## src/rtl/dummy_xif_result_buffer.sv

```systemverilog
// Commit-aware result buffer between the dummy coprocessor and the XIF result interface.
// Results are released strictly in order, and only once their ID has been committed; killed IDs are dropped.
module dummy_xif_result_buffer #(
  parameter int unsigned DATA_WIDTH   = 32,
  parameter int unsigned XIF_ID_WIDTH = 4,
  parameter int unsigned DEPTH        = 4
) (
  input  logic                    clk_i,
  input  logic                    rst_ni,
  input  logic                    commit_valid_i,
  input  logic [XIF_ID_WIDTH-1:0] commit_id_i,
  input  logic                    commit_kill_i,
  input  logic                    res_valid_i,
  output logic                    res_ready_o,
  input  logic [XIF_ID_WIDTH-1:0] res_id_i,
  input  logic [4:0]              res_rd_i,
  input  logic [DATA_WIDTH-1:0]   res_data_i,
  output logic                    result_valid_o,
  input  logic                    result_ready_i,
  output logic [XIF_ID_WIDTH-1:0] result_id_o,
  output logic [4:0]              result_rd_o,
  output logic [DATA_WIDTH-1:0]   result_data_o,
  output logic                    discard_o
);

  localparam int unsigned AW  = $clog2(DEPTH);
  localparam int unsigned PW  = AW + 1;
  localparam int unsigned NID = 1 << XIF_ID_WIDTH;

  typedef enum logic [1:0] {
    PENDING   = 2'd0,
    COMMITTED = 2'd1,
    KILLED    = 2'd2
  } commit_state_e;

  commit_state_e tbl_q [NID];
  commit_state_e tbl_d [NID];

  logic [PW-1:0]           wptr_q, rptr_q;
  logic [XIF_ID_WIDTH-1:0] id_mem   [DEPTH];
  logic [4:0]              rd_mem   [DEPTH];
  logic [DATA_WIDTH-1:0]   data_mem [DEPTH];

  logic                    full, empty, push, pop;
  logic [AW-1:0]           head_idx;
  logic [XIF_ID_WIDTH-1:0] head_id;
  commit_state_e           head_st;

  assign full     = (wptr_q[PW-1] != rptr_q[PW-1]) && (wptr_q[AW-1:0] == rptr_q[AW-1:0]);
  assign empty    = (wptr_q == rptr_q);
  assign head_idx = rptr_q[AW-1:0];
  assign head_id  = id_mem[head_idx];
  assign head_st  = tbl_q[head_id];

  // Full is taken from registered pointers only, so a same-cycle pop never frees a slot early.
  assign res_ready_o = ~full;
  assign push        = res_valid_i & ~full;

  always_comb begin
    result_valid_o = 1'b0;
    discard_o      = 1'b0;
    result_id_o    = '0;
    result_rd_o    = '0;
    result_data_o  = '0;
    pop            = 1'b0;
    if (!empty) begin
      case (head_st)
        COMMITTED: begin
          result_valid_o = 1'b1;
          result_id_o    = head_id;
          result_rd_o    = rd_mem[head_idx];
          result_data_o  = data_mem[head_idx];
          pop            = result_ready_i;
        end
        KILLED: begin
          discard_o = 1'b1;
          pop       = 1'b1;
        end
        default: ;
      endcase
    end
  end

  // A commit overrides the pop-driven return to PENDING for the same ID in the same cycle.
  always_comb begin
    tbl_d = tbl_q;
    if (pop) tbl_d[head_id] = PENDING;
    if (commit_valid_i && ((tbl_q[commit_id_i] == PENDING) || (pop && (head_id == commit_id_i))))
      tbl_d[commit_id_i] = commit_kill_i ? KILLED : COMMITTED;
  end

  always_ff @(posedge clk_i or negedge rst_ni) begin
    if (!rst_ni) begin
      tbl_q  <= '{default: PENDING};
      wptr_q <= '0;
      rptr_q <= '0;
    end else begin
      tbl_q <= tbl_d;
      if (push) wptr_q <= wptr_q + {{(PW-1){1'b0}}, 1'b1};
      if (pop)  rptr_q <= rptr_q + {{(PW-1){1'b0}}, 1'b1};
    end
  end

  always_ff @(posedge clk_i) begin
    if (push) begin
      id_mem[wptr_q[AW-1:0]]   <= res_id_i;
      rd_mem[wptr_q[AW-1:0]]   <= res_rd_i;
      data_mem[wptr_q[AW-1:0]] <= res_data_i;
    end
  end

endmodule

```

## config.mk

```make
export PLATFORM = sky130hd
export DESIGN_NAME = dummy_xif_result_buffer
export DESIGN_NICKNAME = d
export VERILOG_FILES = /design/src/rtl/dummy_xif_result_buffer.sv
export SDC_FILE = /design/constraint.sdc
export NUM_CORES = 1
export LEC_CHECK = 0
export BUFFER_PORTS_ARGS = -buffer_cell sky130_fd_sc_hd__buf_2
export CORE_ASPECT_RATIO = 1.5
export CORE_MARGIN = 2
export CORE_UTILIZATION = 50
export CTS_CLUSTER_SIZE = 14
export DETAILED_ROUTE_END_ITERATION = 8
export PLACE_DENSITY = 0.7
export RECOVER_POWER = 100
export SLEW_MARGIN = 20
export SYNTH_ARGS = -nofsm -noshare
export SYNTH_HDL_FRONTEND = slang
export SYNTH_SLANG_ARGS = --single-unit
```

## constraint.sdc

```tcl
create_clock -name clk_i -period 5.4 [get_ports clk_i]
set_clock_uncertainty 0.2 [all_clocks]
set_input_delay 0.54 -clock clk_i [delete_from_list [all_inputs] [get_ports clk_i]]
set_output_delay 0.54 -clock clk_i [all_outputs]
set_load 0.03 [all_outputs]
```

# Word-level counts from Yosys, hierarchy flattened
# Memories as Yosys holds them, arrays and structs flattened.
# Index checks and enable logic that the tools add are counted.
[totals] latch_bits=0 mem_bits_ro=0 word_cells=74 inputBits=51 out_inout_bits=44 mem_bits_rw=164 ff_bits=38 memories=3
[mem_list] memory="data_mem" words=4 width=32 rd=1 rd_clocked_by_memory_dff=0 write_ports=1 line_no="42" source="logic [DATA_WIDTH-1:0] data_mem [DEPTH];"
[mem_list] memory="rd_mem" words=4 width=5 rd=1 rd_clocked_by_memory_dff=0 write_ports=1 line_no="41" source="logic [4:0] rd_mem [DEPTH];"
[mem_list] memory="id_mem" words=4 width=4 rd=1 rd_clocked_by_memory_dff=0 write_ports=1 line_no="40" source="logic [XIF_ID_WIDTH-1:0] id_mem [DEPTH];"
[classes] order_cmp=4 n_mul=0 reduce_logical=7 addsub=2 shifts=0 n_mux=28 div_mod_pow=0 bitwise_logic=6 n_eq_ne=6
[ops] op="$mux W32" n=4
[ops] op="$and A32 B32 Y32" n=1
[ops] op="$bwmux W32" n=1
[ops] op="$not A32 Y32" n=1
[ops] op="$bmux W2 S4" n=2
[ops] op="$demux W2 S4" n=2
[ops] op="$mux W2" n=7
[ops] op="$ge A5 B5 Y1 const B" n=2
[ops] op="$lt A5 B1 Y1 const B" n=2
[ops] op="$mux W5" n=2
[ops] op="$not A4 Y5" n=2
[ops] op="$mux W4" n=2
[ops] op="$mux W1" n=7
[ops] op="$add A3 B1 Y3 const B" n=2
[ops] op="$logic_and A1 B1 Y1" n=5
[ops] op="$eq A4 B4 Y1" n=1
[ops] op="$eq A3 B3 Y1" n=1
[ops] op="$eq A2 B1 Y1 const B" n=1
[ops] op="$eq A2 B2 Y1" n=1
[ops] op="$eq A2 B2 Y1 const B" n=1
[ops] op="$logic_not A2 Y1" n=1
[ops] op="$pmux W1 S2" n=1
[ops] op="$and A1 B1 Y1" n=1
[ops] op="$logic_or A1 B1 Y1" n=1
[ops] op="2 further kinds" n=2

# Logic depth before layout (Yosys ltp)
# Gate-level depths: netlist of the first run.
# An unclocked memory read counts as a cell.
[depth] depth_word=12 mapped_depth=15 depth_no_buf=11

# Worst setup path after synthesis of the first run
# OpenSTA, ideal clock, no wires.
[synth_path] path_kind="register to register" start="reg rptr_q[0]" end="reg tbl_q[11] (netlist bit)" arrival_ns=3.306 path_stages_with_launch=15 setup_ns=0.122 setup_slack_ns=1.772 t_required_ns=5.078 cell_sequence="dfrtp_1 buf_6 mux4_2 buf_6 mux2_4 a221o_1 o211ai_2 nand4_1 ha_1 a21o_1 o311ai_2 nor2_1 a22o_4 buf_6 a32o_1"
[synth_lines] item="start: declaration" line_no="39" source="logic [PW-1:0] wptr_q, rptr_q;"
[synth_lines] item="start signal: assignment" line_no="100" source="if (pop) rptr_q <= rptr_q + {{(PW-1){1'b0}}, 1'b1};"
[synth_lines] item="end signal: assignment" line_no="98" source="tbl_q <= tbl_d;"
[synth_lines] item="end: declaration" line_no="36" source="commit_state_e tbl_q [NID];"

# Worst setup path in the final report of the first run
[layout_path] start="reg rptr_q[0]" end="out result_id_o[1]"
[layout_via] elab_chain_cells=8
[layout_lines] item="$mem_v2 Z4 W4"
[layout_lines] item="$not A4 Y5 (not written as such)" line_no="53" source="assign head_st = tbl_q[head_id];"
[layout_lines] item="$bmux W2 S4" line_no="53"
[layout_lines] item="$mux W2 (not written as such) (2 in a row)" line_no="53"
[layout_lines] item="$eq A2 B1 Y1" line_no="67" source="case (head_st)"
[layout_lines] item="$mux W4" line_no="67"
[layout_lines] item="$mux W4 *" line_no="66" source="if (!empty) begin"
[layout_lines] item="end: declaration" line_no="20" source="output logic [XIF_ID_WIDTH-1:0] result_id_o,"
# Every way passes the cells marked *; elsewhere a longest branch is shown, timed or not. The select of a mux whose other input is x is not followed.

==> results of run 1 <==
## stage by stage
stage	instances	instance area [um2]	power, uW	utilization (%)
after detailed placement	780	9211	5473	54.95
after floorplan	497	8554	4589	-
after global placement	780	9211	5412	54.95
after global routing	816	9719	6983	57.98
final	816	9719	6622	57.98
after CTS	816	9819	6759	58.58
## Yosys cell counts, drive strengths merged, types with 2 or more instances
| cell type | instances | area share, % |
|---|---|---|
| o311a | 2 | 0.23 |
| xor2 | 8 | 0.82 |
| o211ai | 2 | 0.23 |
| mux2 | 4 | 0.57 |
| xnor2 | 4 | 0.41 |
| edfxtp | 164 | 58 |
| inv | 7 | 0.31 |
| o311ai | 2 | 0.29 |
| nand3 | 2 | 0.12 |
| nor3 | 10 | 0.78 |
| a21o | 2 | 0.18 |
| nand2b | 5 | 0.37 |
| and2 | 4 | 0.29 |
| nor2 | 22 | 0.97 |
| a32o | 16 | 1.9 |
| clkbuf | 15 | 0.66 |
| dfrtp | 38 | 11 |
| mux4 | 46 | 12 |
| o21ai | 9 | 0.53 |
| a211oi | 2 | 0.18 |
| ha | 7 | 1.0 |
| nor2b | 5 | 0.37 |
| a22o | 14 | 1.5 |
| mux2i | 3 | 0.35 |
| a21oi | 2 | 0.12 |
| and3 | 45 | 3.3 |
| buf | 15 | 1.1 |
| nand2 | 26 | 1.1 |
| or3 | 4 | 0.29 |
## path summary, 6_finish.rpt
check                                      startpoint                   endpoint  slack (ns)  depth (start not counted)
max in group asynchronous                      rst_ni      rptr_q[0]$_DFFE_PN0N_        2.74                          2
worst max-delay path            rptr_q[0]$_DFFE_PN0N_             result_id_o[1]        0.47                         11
worst min register to register  wptr_q[2]$_DFFE_PN0P_      wptr_q[2]$_DFFE_PN0P_        0.32                          1
min in group asynchronous                      rst_ni        tbl_q[17]$_DFF_PN0_        0.96                          2
worst max register to register  rptr_q[0]$_DFFE_PN0N_         tbl_q[3]$_DFF_PN0_        0.67                         13
worst min-delay path                   res_data_i[12]  data_mem[3][12]$_DFFE_PP_        0.11                          1
## logic make-up after synthesis
group | after synthesis | synth area share, %
AND/OR/NAND/NOR | 127 | 7.971
flip-flops | 202 | 68.69
adder cells (fa/ha/maj) | 7 | 1.024
XOR/XNOR | 12 | 1.229
AO/OA/AOI/OAI | 59 | 5.982
buffers and inverters | 37 | 2.077
multiplexers | 53 | 13.03
## state kept, by name, summed over array words and instances (netlist names)
signal	cells
id_mem	16
rd_mem	20
data_mem	128
rptr_q	3
tbl_q	32
wptr_q	3
## final cells by class
cell class	count	area, um2	area share, %
Inverter	7	26.28	0.2703
Tap cell	210	262.8	2.703
Clock inverter	8	50.05	0.5149
Clock buffer	27	548.0	5.639
Sequential cell	202	5878	60.48
Multi-Input combinational cell	258	2497	25.70
Timing Repair Buffer	104	456.7	4.699
## layer usage
layer / GRT usage [%] / wire length, um / vias up
li1: - / - / 2197
met1: 25.12 / 7160 / 2500
met2: 35.03 / 9254 / 194
met3: 4.133 / 1167 / 39
met4: 6.818 / 484 / 0
met5: 0 / 0 / -
## where the power goes
part           leakage, uW  switching [uW]  internal, uW  total (uW)
clock             0.000286             552           717        1270
sequential         0.00197             234          2140        2380
combinational      0.00127            1920          1060        2980
## repair_timing
item                       4_1_cts  5_1_grt
hold buffers                     1        0
hold endpoints to repair        38        0
setup endpoints to repair        0        0
==> reports/metrics.csv, run 1 <==
stage,metric,value,unit
worst_setup_path,startpoint types,flop,
detailed_routing,vias per cell,6.042,
cells_and_area,Fill cells,1314,
cts,clk sinks,202,
cts,post-CTS sizing,0,
global_route,vias in the first global route,5245,
detailed_routing,Antenna Nets Post-Route,0,
hold_path,hold crit path type,in -> reg,
detailed_routing,Iteration-0 DRC Markers,360,
yosys,syn nets,555,
timing,Fmax,202.9,MHz
yosys,Mapped Area,8554,um2
timing,RSZ-0062 raised after global routing,no,
cts,"Reg clk slew, reported paths",0.06,ns
detailed_routing,DR pass1 iterations,5,
worst_setup_path,CP bufs+invs,5,
power_and_ir_drop,pwr dens,681.3,nW/um2
worst_setup_path,CP max FO,22,
place,DP Worst Slack,0.9425,ns
power_and_ir_drop,static leakage,0.003521,uW
cts,post-CTS setup repair buffer count,0,
yosys,register bit total from synthesis,202,
worst_setup_path,WS Path Type,reg -> out,
global_route,largest net degree at the start of global routing,42,
detailed_routing,routed wire length,18.07,mm
yosys,"Primary FF master, synth",edfxtp_1,
cells_and_area,Ant. Diodes,0,
floorplanning,# IOs,95,
place,GPL Wtd Cong,0.9413,
floorplanning,Die X,110.8,um
worst_setup_path,critical path's top delay family,multiplexers,
timing,Max-slew headroom,-33.69,%
timing,post-route minimum period,4.928,ns
cts,clock latency on the worst-skew pair,0.49,ns
floorplanning,DIE AREA,18190,um2
cts,H-tree levels,1,
yosys,"Avg Cell Area, Syn",17.21,um2
place,Port Buffers,94,
power_and_ir_drop,Worst VDD drop,0.0004901,V
yosys,Cell variety after synth,49,
worst_setup_path,CP Capture Type,primary output,
worst_setup_path,max incr delay on CP,0.73,ns
status,failing checks,"max-capacitance violations, max-slew violations",
detailed_routing,Routed wire per std cell,22.14,um
cts,CTS max path bufs,3,
cells_and_area,fin nets,651,
global_route,first-pass GRT wire length,28.67,mm
floorplanning,starting density of the core,51.03,%
cells_and_area,"commonest non-fill, non-tap cells in the layout","164 x edfxtp_1, 73 x clkbuf_1, 46 x mux4_2",
cts,CTS root buffer,clkbuf_16,
yosys,post-synthesis sequential area ratio,68.69,%
timing,min setup slack post-route,0.4719,ns
cts,CTS Buf Count,20,
detailed_routing,routed vias,4930,
global_route,Total GRT Usage,20.03,%
cells_and_area,layout cells sized above 1,20.30,%
timing,hold_ws,0.1057,ns
timing,Sum Neg Setup Slack,0,ns
timing,final cycle utilization of the critical path,91.26,%
yosys,Post-synth EDFFs,164,
worst_setup_path,worst path cell trace,buf_4 -> mux4_2 -> mux4_2 -> mux2i_1 -> mux2i_1 -> inv_1 -> ha_1 -> buf_4 -> clkbuf_2 -> and3_1 -> buf_2,
global_route,antenna violations before repair,0,
timing,final setup vio count,0,
timing,fin. max-slew vios,39,
yosys,ys async rst share,18.81,%
global_route,grt ovf,0,
floorplanning,# rows,58,
worst_setup_path,"Slowest-stage cell, CP",mux4_2,
floorplanning,Die H,164.2,um
place,HPWL Detailed,11.53,mm
cts,TritonCTS clock tree,yes,
timing,final hold viol count,0,
worst_setup_path,crit path DAT,4.19,ns
cells_and_area,synthesis-to-layout area growth,13.62,%
yosys,synth warn,0,
yosys,Post-Synthesis Cells,497,
detailed_routing,DRC,0,
status,outcome,"finished, violations left",
worst_setup_path,Worst EP required,4.66,ns
job,Max-Cap Viols,1,
timing,slew at the pin closest to its max-slew limit,2.005,ns
floorplanning,core area,16760,um2
cells_and_area,"commonest non-fill, non-tap cell in the layout",edfxtp_1,
Note: power is estimated with default switching activity, not from simulation.
==> run 2, diff against run 1 <==
PLACE_DENSITY = 0.72   (was 0.7)
clock period = 4.35 ns   (was 5.4 ns; I/O delays follow)
==> reports/metrics.csv, run 2 (synthesized netlist as in run 1, its figures left out) <==
stage,metric,value,unit,change
power_and_ir_drop,net switching fraction of the power,40.49,%,-0.32 points
power_and_ir_drop,Net Sw Power,3405,uW,+26%
hold_path,hold crit path type,in -> reg,,
floorplanning,Die X,110.8,um,unchanged
power_and_ir_drop,static leakage,0.003767,uW,+7.0%
cells_and_area,max reg flops,128,,unchanged
detailed_routing,Iteration-0 DRC Markers,360,,unchanged
detailed_routing,Antenna Nets Post-Route,0,,unchanged
timing,slew at the pin closest to its max-slew limit,1.984,ns,-0.02123 ns
global_route,largest net degree at the start of global routing,42,,unchanged
global_route,grt ovf,0,,unchanged
floorplanning,# IOs,95,,unchanged
worst_setup_path,WS Path Type,reg -> out,,
floorplanning,core area,16760,um2,unchanged
timing,final hold viol count,0,,unchanged
detailed_routing,DR pass1 iterations,5,,unchanged
worst_setup_path,CP max FO,27,,+23%
cts,"Reg clk slew, reported paths",0.07,ns,about the same
detailed_routing,routed wire length,18.92,mm,+4.7%
floorplanning,DIE AREA,18190,um2,unchanged
worst_setup_path,crit path DAT,3.49,ns,-0.70 ns
cells_and_area,"commonest non-fill, non-tap cells in the layout","164 x edfxtp_1, 54 x clkbuf_1, 46 x mux4_2",,
detailed_routing,routed vias,5139,,+4.2%
place,placed cell area,9206,um2,about the same
worst_setup_path,startpoint types,flop,,
place,HPWL Detailed,11.77,mm,+2.1%
floorplanning,Die H,164.2,um,unchanged
cts,CTS Buf Count,20,,unchanged
power_and_ir_drop,pwr dens,824.1,nW/um2,+21%
cts,CTS max path bufs,3,,unchanged
cells_and_area,fin nets,694,,+6.6%
global_route,antenna violations before repair,2,,+2
timing,Sum Neg Setup Slack,0,ns,unchanged
detailed_routing,vias per cell,5.969,,-1.2%
detailed_routing,DRC,0,,unchanged
status,failing checks,"max-capacitance violations, max-slew violations",,
global_route,vias in the first global route,5528,,+5.4%
global_route,Total GRT Usage,20.97,%,+0.94 points
worst_setup_path,CP Capture Type,primary output,,
cts,H-tree levels,1,,unchanged
floorplanning,# rows,58,,unchanged
power_and_ir_drop,Worst VDD drop,0.001090,V,+120%
cells_and_area,"commonest non-fill, non-tap cell in the layout",edfxtp_1,,
power_and_ir_drop,combinational power share,46.2,%,+1.3 points
timing,final setup vio count,0,,unchanged
status,outcome,"finished, violations left",,
cts,TritonCTS clock tree,yes,,
cells_and_area,synthesis-to-layout area growth,19.29,%,
floorplanning,starting density of the core,51.03,%,unchanged
cells_and_area,design area,10200,um2,+5.0%
worst_setup_path,"Slowest-stage cell, CP",mux4_2,,
global_route,first-pass GRT wire length,29.79,mm,+3.9%
timing,Fmax,242.4,MHz,
cts,clk sinks,202,,unchanged
place,GPL Wtd Cong,0.9054,,-3.8%
worst_setup_path,Worst EP required,3.71,ns,-0.95 ns
timing,final cycle utilization of the critical path,94.83,%,
timing,fin. max-slew vios,39,,unchanged
cells_and_area,layout cells sized above 1,22.65,%,+2.4 points
worst_setup_path,max incr delay on CP,0.65,ns,-0.08 ns
cts,CTS root buffer,clkbuf_16,,
timing,post-route minimum period,4.125,ns,
worst_setup_path,worst path cell trace,clkbuf_1 -> mux4_2 -> nor2b_1 -> a32oi_1 -> a21o_1 -> nand4_1 -> ha_1 -> buf_6 -> and3_1 -> clkbuf_2,,
detailed_routing,Routed wire per std cell,21.98,um,-0.74%
place,Port Buffers,94,,unchanged
timing,RSZ-0062 raised after global routing,no,,
timing,Max-slew headroom,-32.27,%,+1.4 points
power_and_ir_drop,Clk pwr share,19.0,%,-0.2 points
power_and_ir_drop,internal power,5005,uW,+28%
power_and_ir_drop,Reg power frac,34.8,%,-1.1 points
job,Max-Cap Viols,1,,unchanged
cts,clock latency on the worst-skew pair,0.48,ns,about the same
## run 2: cell count changes in the layout (fill, tap and decap cells not counted), moves of 2 or more
cell | before | now
buf_2 | 27 | 12
clkbuf_1 | 73 | 54
clkbuf_2 | 3 | 36
clkbuf_8 | 0 | 2
clkinv_4 | 0 | 2
diode_2 | 0 | 2
dlygate4sd3_1 | 1 | 42
inv_6 | 2 | 0
## run 2: through the flow
step / util [%] / total power (uW) / hold WS [ns] / worst slack [ns] / instances
after floorplan: - / 5696 / -0.06059 / 0.7221 / 497
after global placement: 54.92 / 6735 / 0.3017 / 0.4571 / 779
after detailed placement: 54.92 / 6801 / 0.3140 / 0.3886 / 779
after CTS: 61.10 / 8441 / 0.09298 / 0.0005704 / 856
after global routing: 60.87 / 8849 / 0.1171 / 0.05443 / 861
final: 60.87 / 8410 / 0.1148 / 0.2251 / 861
## run 2: critical path: cells and delay by family (launching register included)
family / cells / cell delay, ns
simple gates: 3 / 0.72
mux: 1 / 0.65
buf+inv: 3 / 0.63
flops: 1 / 0.47
compound gates: 2 / 0.31
fa+ha+maj: 1 / 0.20
## run 2: power groups by stage
| stage | registers [uW] | clock network [uW] | logic (uW) |
|---|---|---|---|
| final | 2930 | 1600 | 3880 |
| after global routing | 2970 | 1690 | 4180 |
| after CTS | 2960 | 1620 | 3870 |
| after detailed placement | 2990 | 0 | 3810 |
| after global placement | 2960 | 0 | 3770 |
| after floorplan | 2830 | 0 | 2860 |
## run 2: worst paths after layout
path | cells after the start | start | to | slack [ns]
max in group asynchronous | 2 | rst_ni | rptr_q[0]$_DFFE_PN0N_ | 1.70
min in group asynchronous | 2 | rst_ni | tbl_q[20]$_DFF_PN0_ | 0.84
max | 10 | rptr_q[0]$_DFFE_PN0N_ | result_data_o[1] | 0.23
min reg2reg | 1 | tbl_q[9]$_DFF_PN0_ | tbl_q[9]$_DFF_PN0_ | 0.33
min | 3 | commit_valid_i | tbl_q[5]$_DFF_PN0_ | 0.11
max reg2reg | 12 | rptr_q[0]$_DFFE_PN0N_ | tbl_q[10]$_DFF_PN0_ | 0.43
## run 2: area by class of cell
cell class / count / area, um2
flip-flops and latches: 202 / 5881
multi-input cells: 258 / 2506
clock inverters: 7 / 43.79
well taps: 210 / 262.8
diodes: 2 / 5.005
fillers: 1237 / 6559
clock buffers: 28 / 571.8
inverters: 7 / 26.28
repair buffers: 147 / 908.4
## run 2: timing repair
item | 4_1_cts | 5_1_grt
resized for setup | 0 | 1
setup buffers | 0 | 3
endpoints found under the setup margin | 0 | 35
hold endpoints to repair | 202 | 0
hold buffers | 42 | 0
## run 2: layer usage
layer,vias up,track usage (%),wire [um]
li1,2273,-,-
met1,2620,24.96,7044
met2,192,38.01,10150
met3,54,3.247,985
met4,0,9.034,741
met5,-,0,0
==> run 3, diff against run 2 <==
--- a/config.mk
+++ b/config.mk
@@ -7,2 +7,3 @@
 export LEC_CHECK = 0
+export ABC_AREA = 1
 export BUFFER_PORTS_ARGS = -buffer_cell sky130_fd_sc_hd__buf_2
==> constraint.sdc (replaced) <==
create_clock -name clk_i -period 4.35 [get_ports clk_i]
set_clock_uncertainty 0.2 [all_clocks]
set_input_delay 0.2175 -clock clk_i [delete_from_list [all_inputs] [get_ports clk_i]]
set_output_delay 0.2175 -clock clk_i [all_outputs]
set_load 0.03 [all_outputs]
==> reports/metrics.csv, run 3 <==
stage,metric,value,unit,change
status,outcome,"finished, violations left",,
status,failing checks,"max-capacitance violations, max-slew violations",,
global_route,grt ovf,0,,unchanged
global_route,first-pass GRT wire length,38.33,mm,+29%
worst_setup_path,max incr delay on CP,0.57,ns,-0.08 ns
floorplanning,DIE AREA,20880,um2,+15%
yosys,Cell variety after synth,24,,-51%
yosys,Post-synth EDFFs,164,,unchanged
timing,final setup vio count,0,,unchanged
worst_setup_path,worst path cell trace,inv_4 -> nand2_1 -> nand2_1 -> nand2_1 -> nand2_1 -> nand2_1 -> nor2_1 -> nand2_1 -> o21ai_1 -> a21oi_1 -> nand2_1 -> ha_1 -> nand2_2 -> clkbuf_2 -> a21oi_1 -> buf_2,,
cts,"Reg clk slew, reported paths",0.06,ns,about the same
floorplanning,# IOs,95,,unchanged
yosys,Synth area leader,edfxtp_1,,
worst_setup_path,R2R Path End,data_mem[1][30]$_DFFE_PP_,,
worst_setup_path,CP Capture Type,primary output,,
timing,post-route minimum period,4.104,ns,-0.02059 ns
cells_and_area,Fill cells,1723,,+39%
yosys,Post-Synthesis Cells,1114,,+120%
power_and_ir_drop,total power,8588,uW,+2.1%
timing,Sum Neg Setup Slack,0,ns,unchanged
power_and_ir_drop,Worst VDD drop,0.0005131,V,-53%
place,GPL Wtd Cong,0.9760,,+7.8%
cells_and_area,"commonest non-fill, non-tap cell in the layout",nand2_1,,
cts,CTS max path bufs,3,,unchanged
cells_and_area,fin nets,1289,,+86%
yosys,"Avg Cell Area, Syn",8.850,um2,-49%
yosys,cell with the most instances after synthesis,nand2_1,,
timing,hold_ws,0.02179,ns,-0.09299 ns
hold_path,hold path endpoint,wptr_q[1]$_DFFE_PN0P_,,
cells_and_area,Ant. Diodes,0,,-2
yosys,post-synthesis sequential area ratio,59.59,%,-9.1 points
timing,final cycle utilization of the critical path,94.35,%,-0.47 points
global_route,antenna violations before repair,1,,-1
cts,post-CTS setup repair buffer count,0,,unchanged
worst_setup_path,RR Startpoint,rptr_q[0]$_DFFE_PN0N_,,
cells_and_area,Multi-input gate area,3388,um2,+35%
floorplanning,Die H,176.0,um,+7.2%
worst_setup_path,Worst R2R Setup Slack,0.37,ns,-0.06 ns
cts,H-tree levels,1,,unchanged
timing,Fmax,243.6,MHz,+0.50%
cells_and_area,max reg flops,128,,unchanged
timing,RSZ-0062 raised after global routing,no,,
power_and_ir_drop,static leakage,0.004799,uW,+27%
worst_setup_path,WS Path Type,reg -> out,,
place,HPWL Detailed,15.27,mm,+30%
timing,Max-slew headroom,-50.20,%,-18 points
timing,final hold viol count,0,,unchanged
yosys,area fraction of the dominant cell type after synthesis,49.95,%,-7.6 points
cts,CTS Buf Count,21,,+5.0%
worst_setup_path,most frequent CP cell,nand2_1,,
cts,TritonCTS clock tree,yes,,
power_and_ir_drop,internal power,4685,uW,-6.4%
worst_setup_path,"Slowest-stage cell, CP",dfrtp_4,,
floorplanning,# rows,62,,+6.9%
hold_path,hold crit path type,in -> reg,,
worst_setup_path,CP max FO,18,,-33%
global_route,largest net degree at the start of global routing,75,,+79%
detailed_routing,DRC,0,,unchanged
floorplanning,core area,19240,um2,+15%
yosys,synth warn,0,,unchanged
power_and_ir_drop,net switching fraction of the power,45.45,%,+5.0 points
detailed_routing,vias per cell,5.302,,-11%
detailed_routing,DR pass1 iterations,7,,+2
worst_setup_path,critical path's top delay family,simple AND/OR/NAND/NOR gates,,
detailed_routing,routed wire length,24.18,mm,+28%
cells_and_area,synthesis-to-layout area growth,16.14,%,
yosys,Mapped Area,9859,um2,+15%
yosys,commonest cells in the netlist,"276 x nand2_1, 228 x nor2_1, 164 x edfxtp_1",,
worst_setup_path,Worst EP required,3.93,ns,+0.22 ns
detailed_routing,Antenna Nets Post-Route,0,,unchanged
hold_path,hold path depth,4,,+1
yosys,top area cells in the synthesized netlist,"edfxtp_1 50%, nand2_1 11%, dfrtp_1 9.6%",,
cells_and_area,"commonest non-fill, non-tap cells in the layout","275 x nand2_1, 227 x nor2_1, 164 x edfxtp_1",,
detailed_routing,routed vias,7948,,+55%
worst_setup_path,crit path DAT,3.69,ns,+0.20 ns
cts,clock latency on the worst-skew pair,0.49,ns,about the same
detailed_routing,Routed wire per std cell,16.13,um,-27%
yosys,register bit total from synthesis,202,,unchanged
floorplanning,Die X,118.7,um,+7.1%
worst_setup_path,CP bufs+invs,3,,unchanged
yosys,syn nets,1172,,+110%
detailed_routing,Iteration-0 DRC Markers,620,,+72%
power_and_ir_drop,Reg power frac,34.2,%,-0.6 points
hold_path,Hold Startpoint,res_valid_i,,
floorplanning,starting density of the core,51.25,%,+0.22 points
timing,slew at the pin closest to its max-slew limit,2.253,ns,+0.2688 ns
job,Max-Cap Viols,1,,unchanged
worst_setup_path,R2R cell count,7,,-5
power_and_ir_drop,pwr dens,750.0,nW/um2,-9.0%
cells_and_area,layout cells sized above 1,8.286,%,-14 points
power_and_ir_drop,Clk pwr share,19.3,%,+0.3 points
cts,clk sinks,202,,unchanged
yosys,"Primary FF master, synth",edfxtp_1,,
yosys,ys async rst share,18.81,%,unchanged
global_route,Total GRT Usage,23.08,%,+2.1 points
cts,CTS root buffer,clkbuf_16,,
power_and_ir_drop,combinational power share,46.4,%,+0.2 points
timing,fin. max-slew vios,39,,unchanged
cells_and_area,register area,5881,um2,unchanged
worst_setup_path,startpoint types,flop,,
place,Port Buffers,94,,unchanged
global_route,vias in the first global route,7752,,+40%
power_and_ir_drop,Net Sw Power,3903,uW,+15%
[run 3: changes by cell type in the layout (fill, tap and decap cells not counted), sizes merged, moves of 10 or more]
cell and delta:
nand2 +261, nor2 +211, nand3 +85, inv +78, o21ai +77, a21oi +58, mux4 -46, and3 -45
a32o -16, a22o -14, a21boi +10, nor3 -10
[run 3: cells by family (layout without fill, tap and decap cells)]
kind of cell / count (synthesis) / after routing / synth area share, %
AO/OA/AOI/OAI: 156 / 156 / 8.173
XOR/XNOR: 4 / 4 / 0.3553
adder cells (fa/ha/maj): 7 / 7 / 0.8883
buffers and inverters: 136 / 265 / 6.142
flip-flops: 202 / 202 / 59.59
AND/OR/NAND/NOR: 609 / 609 / 24.85
[run 3: worst max path at each step]
stage                               start                       end  slack (ns)  depth (start not counted)
floorplan           rptr_q[1]$_DFFE_PN0N_  data_mem[3][0]$_DFFE_PP_        0.73                          6
global placement    rptr_q[0]$_DFFE_PN0N_       tbl_q[23]$_DFF_PN0_        0.53                         20
detailed placement  rptr_q[0]$_DFFE_PN0N_       tbl_q[22]$_DFF_PN0_        0.47                         20
CTS                 rptr_q[0]$_DFFE_PN0N_         result_data_o[14]        0.28                         15
global route        rptr_q[1]$_DFFE_PN0N_         result_data_o[11]        0.02                         14
finish              rptr_q[0]$_DFFE_PN0N_          result_data_o[5]        0.25                         16
[run 3: what timing repair did]
action	CTS	global route
setup endpoints to repair	0	3
hold buffers	42	0
resized for setup	0	1
endpoints found under the hold margin	202	0
[run 3: power by group through the flow]
| stage | Sequential (uW) | Combinational (uW) | Clock, uW |
|---|---|---|---|
| 2_1_floorplan | 2850 | 3040 | 0 |
| 3_3_place_gp | 2950 | 3930 | 0 |
| 3_5_place_dp | 2960 | 3970 | 0 |
| 4_1_cts | 2920 | 4020 | 1680 |
| 5_1_grt | 2990 | 4450 | 1760 |
| 6_report | 2940 | 3990 | 1660 |
[run 3: tightest hold or removal path, cell delays in order]
cell	delay, ns
buf_2	0.07
nand2_1	0.18
nor2_1	0.15
a21oi_1	0.05
[run 3: per-layer routing]
metal / up-vias / GRT usage (%) / wire (um) / part of all wire (%)
met5: - / 0 / 12 / 0.050
met4: 2 / 10.76 / 949 / 3.9
met3: 67 / 3.973 / 1462 / 6.0
met2: 282 / 42.46 / 12530 / 52
met1: 3714 / 25.85 / 9224 / 38
li1: 3883 / - / - / -
[run 3: area by class of cell]
type / instances / share of cell area (%)
multi-input cells: 776 / 29.59
clock buffers: 23 / 4.655
clock inverters: 12 / 0.8304
inverters: 83 / 2.743
well taps: 256 / 2.797
flip-flops and latches: 202 / 51.35
repair buffers: 147 / 8.031
[run 3: through the flow]
step	util (%)	cell area, um2	instances	worst slack [ns]
5_1_grt	59.52	11450	1499	0.01637
3_5_place_dp	54.59	10500	1422	0.4726
6_report	59.52	11450	1499	0.2457
3_3_place_gp	54.59	10500	1422	0.5314
4_1_cts	60.04	11550	1499	0.2819
2_1_floorplan	-	9859	1114	0.7304
